<file path="src/rtl/sqrt_scheduler.sv">
// Round-robin front end that shares one fixed-latency iterative square-root
// datapath between NREQ requesters and returns id-tagged results.
module sqrt_scheduler #(
  parameter int NREQ = 4,
  parameter int W    = 12,
  parameter int LAT  = 18,
  localparam int IDW = $clog2(NREQ)
) (
  input  logic              clk,
  input  logic              rst_,
  input  logic [NREQ-1:0]   req_valid,
  output logic [NREQ-1:0]   req_ready,
  input  logic [NREQ*W-1:0] req_a,
  output logic              resp_valid,
  input  logic              resp_ready,
  output logic [IDW-1:0]    resp_id,
  output logic [W-1:0]      resp_q,
  output logic              sqrt_start,
  output logic [W-1:0]      sqrt_a,
  input  logic [W-1:0]      sqrt_q,
  output logic              busy
);

  localparam int CW = $clog2(LAT + 1);

  typedef enum logic [1:0] {IDLE, ISSUE, WAIT, RESP} state_t;

  state_t          state_reg, state_next;
  logic [IDW-1:0]  last_grant_reg;
  logic [IDW-1:0]  id_reg;
  logic [W-1:0]    a_reg;
  logic [W-1:0]    q_reg;
  logic [CW-1:0]   cnt_reg;

  logic            found;
  logic [IDW-1:0]  grant_id;
  logic [W-1:0]    grant_a;

  // Search begins just after the last winner and wraps, so every waiting
  // requester is reached within NREQ grants.
  always_comb begin
    found    = 1'b0;
    grant_id = '0;
    for (int k = 1; k <= NREQ; k++) begin
      if (!found && req_valid[(int'(last_grant_reg) + k) % NREQ]) begin
        found    = 1'b1;
        grant_id = IDW'((int'(last_grant_reg) + k) % NREQ);
      end
    end
    grant_a = req_a[int'(grant_id)*W +: W];
  end

  always_comb begin
    state_next = state_reg;
    req_ready  = '0;
    case (state_reg)
      IDLE: begin
        // Gated by rst_ so no grant is advertised while reset is held.
        if (found && rst_) begin
          req_ready[grant_id] = 1'b1;
          state_next = (grant_a == '0) ? RESP : ISSUE;
        end
      end
      ISSUE: state_next = WAIT;
      WAIT:  if (cnt_reg == '0) state_next = RESP;
      RESP:  if (resp_ready) state_next = IDLE;
      default: state_next = IDLE;
    endcase
  end

  always_ff @(posedge clk or negedge rst_) begin
    if (!rst_) begin
      state_reg      <= IDLE;
      last_grant_reg <= IDW'(NREQ - 1);
      id_reg         <= '0;
      a_reg          <= '0;
      q_reg          <= '0;
      cnt_reg        <= '0;
    end else begin
      state_reg <= state_next;
      case (state_reg)
        IDLE: begin
          if (found) begin
            a_reg          <= grant_a;
            id_reg         <= grant_id;
            last_grant_reg <= grant_id;
            // sqrt(0) is known; the datapath is skipped entirely.
            if (grant_a == '0) q_reg <= '0;
          end
        end
        ISSUE: cnt_reg <= CW'(LAT - 1);
        WAIT: begin
          if (cnt_reg == '0) q_reg <= sqrt_q;
          else               cnt_reg <= cnt_reg - 1'b1;
        end
        default: ;
      endcase
    end
  end

  assign sqrt_start = (state_reg == ISSUE);
  assign resp_valid = (state_reg == RESP);
  assign busy       = (state_reg != IDLE);
  assign sqrt_a     = a_reg;
  assign resp_id    = id_reg;
  assign resp_q     = q_reg;

endmodule

</file>
<file path="config.mk">
export PLATFORM = sky130hd
export DESIGN_NAME = sqrt_scheduler
export DESIGN_NICKNAME = d
export VERILOG_FILES = /design/src/rtl/sqrt_scheduler.sv
export SDC_FILE = /design/constraint.sdc
export NUM_CORES = 1
export LEC_CHECK = 0
export ABC_AREA = 1
export CAP_MARGIN = 40
export CORE_MARGIN = 2
export CORE_UTILIZATION = 46
export DETAILED_ROUTE_END_ITERATION = 6
export GPL_TIMING_DRIVEN = 0
export PLACE_DENSITY = 0.92
export SLEW_MARGIN = 20
export SYNTH_ARGS = -nofsm -noshare
export SYNTH_HDL_FRONTEND = slang
export SYNTH_SLANG_ARGS = --single-unit
</file>
<file path="constraint.sdc">
create_clock -name clk -period 6.7 [get_ports clk]
set_clock_uncertainty 0.05 [all_clocks]
set_input_delay 1.005 -clock clk [delete_from_list [all_inputs] [get_ports clk]]
set_output_delay 1.005 -clock clk [all_outputs]
set_load 0.03 [all_outputs]
</file>
* After elaboration in Yosys (flattened, before gate mapping)
Cells that the tools add are included.
** Storage, ports and cells
- Input bits :: 67
- Register bits after elaboration :: 35
- Logic and storage cells :: 89
- Output and inout port bits :: 33
** Operators by class
- Equality and inequality tests :: 9
- $mul :: 1
- Reduce and logical (&&, ||, !) cells :: 22
- Shift operators :: 1
- Mux-type cells :: 35
- Bitwise gates (word level) :: 4
- Add/sub/neg operators :: 5
- $lt $le $gt $ge :: 6
** Operators with widths (number)
- $shiftx A48 B7 Y12 :: 1
- $mux W12 :: 3
- $pmux W12 S2 :: 1
- $lt A3 B4 Y1 const B :: 4
- $mux W2 :: 8
- $mux W1 :: 13
- $logic_not A12 Y1 :: 1
- $ne A2 B2 Y1 const B :: 5
- $pmux W5 S2 :: 1
- $bmux W1 S2 :: 4
- $mux W4 :: 2
- $pmux W2 S4 :: 1
- $reduce_or A2 Y1 :: 4
- $reduce_bool A2 Y1 :: 3
- $logic_and A1 B1 Y1 :: 5
- $logic_not A5 Y1 :: 1
- $mux W5 :: 1
- $sub A5 B1 Y5 const B :: 1
- $add A2 B1 Y2 const B :: 2
- $add A2 B2 Y2 const B :: 2
- $and A1 B1 Y1 const A :: 4
- $eq A2 B2 Y1 const B :: 2
- $mul A2 B2 Y4 const B :: 1
- $reduce_and A2 Y1 :: 2
- 9 further kinds :: 11

* Longest topological paths before layout
- Depth after elaboration :: 22
- Mapped depth :: 25
- Depth with buffers taken out :: 22

* Least setup slack after synthesis
OpenSTA, ideal clock, no wires.
- Path type :: input to output
- From :: input port req_valid[3]
- To :: output port req_ready[0]
- Path slack :: 2899 ps
- Data arrival time :: 2746 ps
- Stages on the path :: 9
- Path buffers :: 1
- Path through :: nand2_1 -> a21oi_1 -> a21oi_1 -> nand3_2 -> clkbuf_1 -> nand2_1 -> inv_1 -> nand2_1 -> nor3_1
** On the way
- Cells in the longest elaborated chain, start to end :: 19
** RTL lines
- start, declared :: RTL line 11 : input logic [NREQ-1:0] req_valid,
- $bmux W1 S2 :: RTL line 45 : if (!found && req_valid[(int'(last_grant_reg) + k) % NREQ]) begin
- $mux W1 (implied by the code) (2 in series) :: RTL line 45
- $mux W1 :: RTL line 45
- $logic_not A1 Y1 :: RTL line 45
- $logic_and A1 B1 Y1 :: RTL line 45
- $mux W1 :: RTL line 45
- $logic_not A1 Y1 :: RTL line 45
- $logic_and A1 B1 Y1 :: RTL line 45
- (+2 left out)
- $logic_and A1 B1 Y1 :: RTL line 45
- $mux W2 :: RTL line 45
- $lt A2 B3 Y1 (implied by the code) or $ge A2 B1 Y1 (tied branches) :: RTL line 60 : req_ready[grant_id] = 1'b1;
- $logic_and A1 B1 Y1 (implied by the code) :: RTL line 60
- $mux W1 (implied by the code) :: RTL line 60
- $demux W1 S2 :: RTL line 60
- $mux W4 (*) :: RTL line 59 : if (found && rst_) begin
- $mux W4 (*) :: RTL line 56 : case (state_reg)
- end, declared :: RTL line 12 : output logic [NREQ-1:0] req_ready,
Mark *: on every way between the ends. The rest lies on a longest branch, timed or not. The select of a mux whose other input is x is not followed.

* Worst setup path in the final report
- From :: input port req_valid[2]
- To :: output port req_ready[0]
The elaborated chain is that of the path after synthesis.

==> summary.md <==
| Metric | Value |
|---|---|
| Leakage power | `around 1.8 nW` |
| Clock H-tree levels | `2` |
| Worst path max stage delay | `approximately 0.72 ns` |
| # DRC | `0` |
| Post-route ant nets | `0` |
| Kind of start point of the critical path | `primary input` |
| Busiest grt layer | `met2` |
| Largest net degree at the start of global routing | `27` |
| PostCTS Resize Cnt | `0` |
| #FFs+latches synth | `35` |
| Via/cell ratio | `5.04` |
| Footprint of the multi-input gates | `~1200 µm²` |
| Setup_tns | `0 ns` |
| Initial Util | `0.484` |
| Crit path to | `req_ready[0]` |
| GRT Overall Usage | `0.237` |
| Synth Warn # | `0` |
| Iter 0 DRT Violations | `130` |
| Die area | `roughly 5700 µm²` |
| Hold buffers post-CTS | `0` |
| Worst-path fanout max | `10` |
| CTS buffer count | `5` |
| Final hold violations | `0` |
| DP Wirelength | `slightly above 5000 µm` |
| Register-to-Register Path Depth | `21` |
| Headroom to the max-slew limit | `0.693` |
| Syn Nets | `about 430` |
| Fmax | `approximately 210 MHz` |
| VDD IR max | `about 340 µV` |
| Syn Inst Count | `355` |
| Met2 Use GR | `0.406` |
| GR Overflow Total | `0` |
| I/O pins | `100` |
| Vias in the first global route | `around 2400` |
| Number of clock sinks | `35` |
| First-pass GRT wire length | `about 10000 µm` |
| R2r endpoint | `resp_q[5]$_DFFE_PN0P_` |
| Max Cap Viol | `0` |
| Pwr/cell area | `574 nW/µm²` |
| Row count | `25` |
| Sequential area share after synthesis | `0.376` |
| Worst path cell trace | `clkdlybuf4s50_1, nand2_1, nand2_1, nand2_1, nand2_2, nor2_2, nand3_2, clkbuf_1, nand2_1, inv_1, nand2_1, nor3_1, clkdlybuf4s50_1` |
| RD Place Congestion | `around 0.87` |
| Clock-pin slew on the worst setup and hold paths | `0.07 ns` |
| Critical Path Start | `req_valid[2]` |
| Min Tclk post-route | `just under 5 ns` |
| Reg power frac | `0.188` |
| CTS root buffer | `clkbuf_8` |
| Sw frac | `0.539` |
| Tightest Hold Check Type | `flip-flop to flip-flop` |
| Final Cycle Share | `0.725` |
| Core area | `a little under 5000 µm²` |
| Setup Viol. Count Final | `0` |
| Layout cells sized above 1 | `0.0736` |
| Initial antenna violation count | `0` |
| Pint | `about 930 µW` |
| Post-synth cell types | `27` |
| Outcome | `finished, final reports clean` |
| Worst setup EP type | `output port` |
| Total wire length | `6370 µm` |
| # fillers | `slightly above 400` |
| Die Span Y | `approximately 75 µm` |
| Max Root-Sink Buffers | `2` |
| Mean Syn Cell Area | `about 6.6 µm²` |
| Vias | `between 2000 and 3000` |
| Postcts setup bufs | `0` |
| Per-cell routed wire length | `around 12 µm` |
| Sw power | `roughly 1.1 mW` |
| Pre-antenna DRT Iters | `4` |
| Cell mode on critical path | `nand2_1` |
| Clk network pwr share | `0.069` |
| CTS tree | `built` |
| Flip-flop and latch area | `~900 µm²` |
| Worst setup path category | `primary input to output port` |
| Antenna diodes | `0` |
| Critical Path RT | `approximately 5.6 ns` |
| Comb pwr share | `0.743` |
| P&R area growth vs syn | `50.0%` |
| Crit-path slowest cell | `clkdlybuf4s50_1` |
| Final #Nets | `between 500 and 600` |
| Synth Cell Area | `2330 µm²` |
| Die Wd | `75.2 µm` |
| RSZ-0062 raised after global routing | `no` |
| GR met3 Demand/Resource | `0.0388` |
| PortBufs | `99` |
| Pins Over Slew Limit | `0` |
| HP Start | `resp_q[3]$_DFFE_PN0P_` |
| Arrival @ worst endpoint | `approximately 3.8 ns` |
| Post-DP Area | `3420 µm²` |
| Reg-to-reg setup timing slack | `approximately 3.8 ns` |
| Hold_ws | `approximately 0.42 ns` |
| Worst skew pair latency | `approximately 0.28 ns` |
| FF-to-FF Start | `last_grant_reg[0]$_DFFE_PN1P_` |
| Most frequent cells in the layout | `nand2_1, clkdlybuf4s50_1, nand3_1` |
| Commonest non-fill, non-tap cell in the layout | `nand2_1` |
| GR Util met1 | `0.304` |
| Design Area, Final | `~3500 µm²` |
| Worst Tran Pin Value | `~0.46 ns` |
[through the flow]
step	power, mW	util	std cells	worst slack, ns
6_report	2.01	0.726	529	1.84
5_1_grt	2.20	0.726	529	1.51
4_1_cts	2.01	0.726	529	1.82
3_5_place_dp	1.86	0.711	522	1.83
3_3_place_gp	1.82	0.708	521	1.79
2_1_floorplan	1.42	-	355	2.90
[layer usage]
layer | up-vias | routed length (µm)
li1 | 1343 | -
met1 | 1228 | 2720
met2 | 84 | 3230
met3 | 13 | 276
met4 | 0 | 146
met5 | - | 0
[how the worst min path moves through the flow]
stage                        endpoint  slack (ns)  cells past startpoint
6_report        resp_q[3]$_DFFE_PN0P_        0.42                      2
5_1_grt        resp_id[0]$_DFFE_PN0P_        0.45                      2
4_1_cts         resp_q[0]$_DFFE_PN0P_        0.42                      2
3_5_place_dp    resp_q[0]$_DFFE_PN0P_        0.41                      2
3_3_place_gp    resp_q[9]$_DFFE_PN0P_        0.40                      2
2_1_floorplan  cnt_reg[4]$_DFFE_PN0P_        0.42                      2
[power by group through the flow]
stage / registers, mW / clock network, mW / logic [mW]
final: 0.377 / 0.139 / 1.49
after global placement: 0.376 / 0 / 1.44
after floorplan: 0.505 / 0 / 0.916
after detailed placement: 0.378 / 0 / 1.48
after CTS: 0.377 / 0.142 / 1.49
after global routing: 0.389 / 0.152 / 1.66
[critical path: cells and delay by family]
kind,cells,cell delay [ns]
and+or+nand+nor,9,1.05
buffers and inverters,4,1.74
[synth_stat cells (all sizes together)]
cell / number / area share
nand3: 44 / 0.097
a21oi: 6 / 0.013
o22ai: 1 / 0.0027
and3: 1 / 0.0027
nor2: 22 / 0.038
inv: 34 / 0.056
dfstp: 2 / 0.023
dfrtp: 33 / 0.35
a31oi: 5 / 0.013
clkbuf: 5 / 0.0080
nand4: 3 / 0.0080
o21ai: 13 / 0.028
o221ai: 1 / 0.0038
nand3b: 2 / 0.0064
nand2: 160 / 0.27
a22oi: 1 / 0.0032
buf: 9 / 0.031
or2: 1 / 0.0027
ha: 6 / 0.032
nor3: 6 / 0.013
[final cells by class]
class                   count  area share
plain buffers              14      0.0261
clock buffers               7      0.0218
inverters                  34      0.0372
multi-input cells         272       0.353
flip-flops and latches     35       0.251
well taps                  67      0.0240
repair buffers            100       0.287
[cell families (layout without fill, tap and decap cells)]
family,Yosys count,count (layout),share of synthesized area
and+or+nand+nor,239,239,0.433
adders and majority gates,6,6,0.0322
buffers and inverters,48,155,0.0949
DFF,35,35,0.376
AOI/OAI and AO/OA,27,27,0.0638
Note: power is estimated with default switching activity, not from simulation.
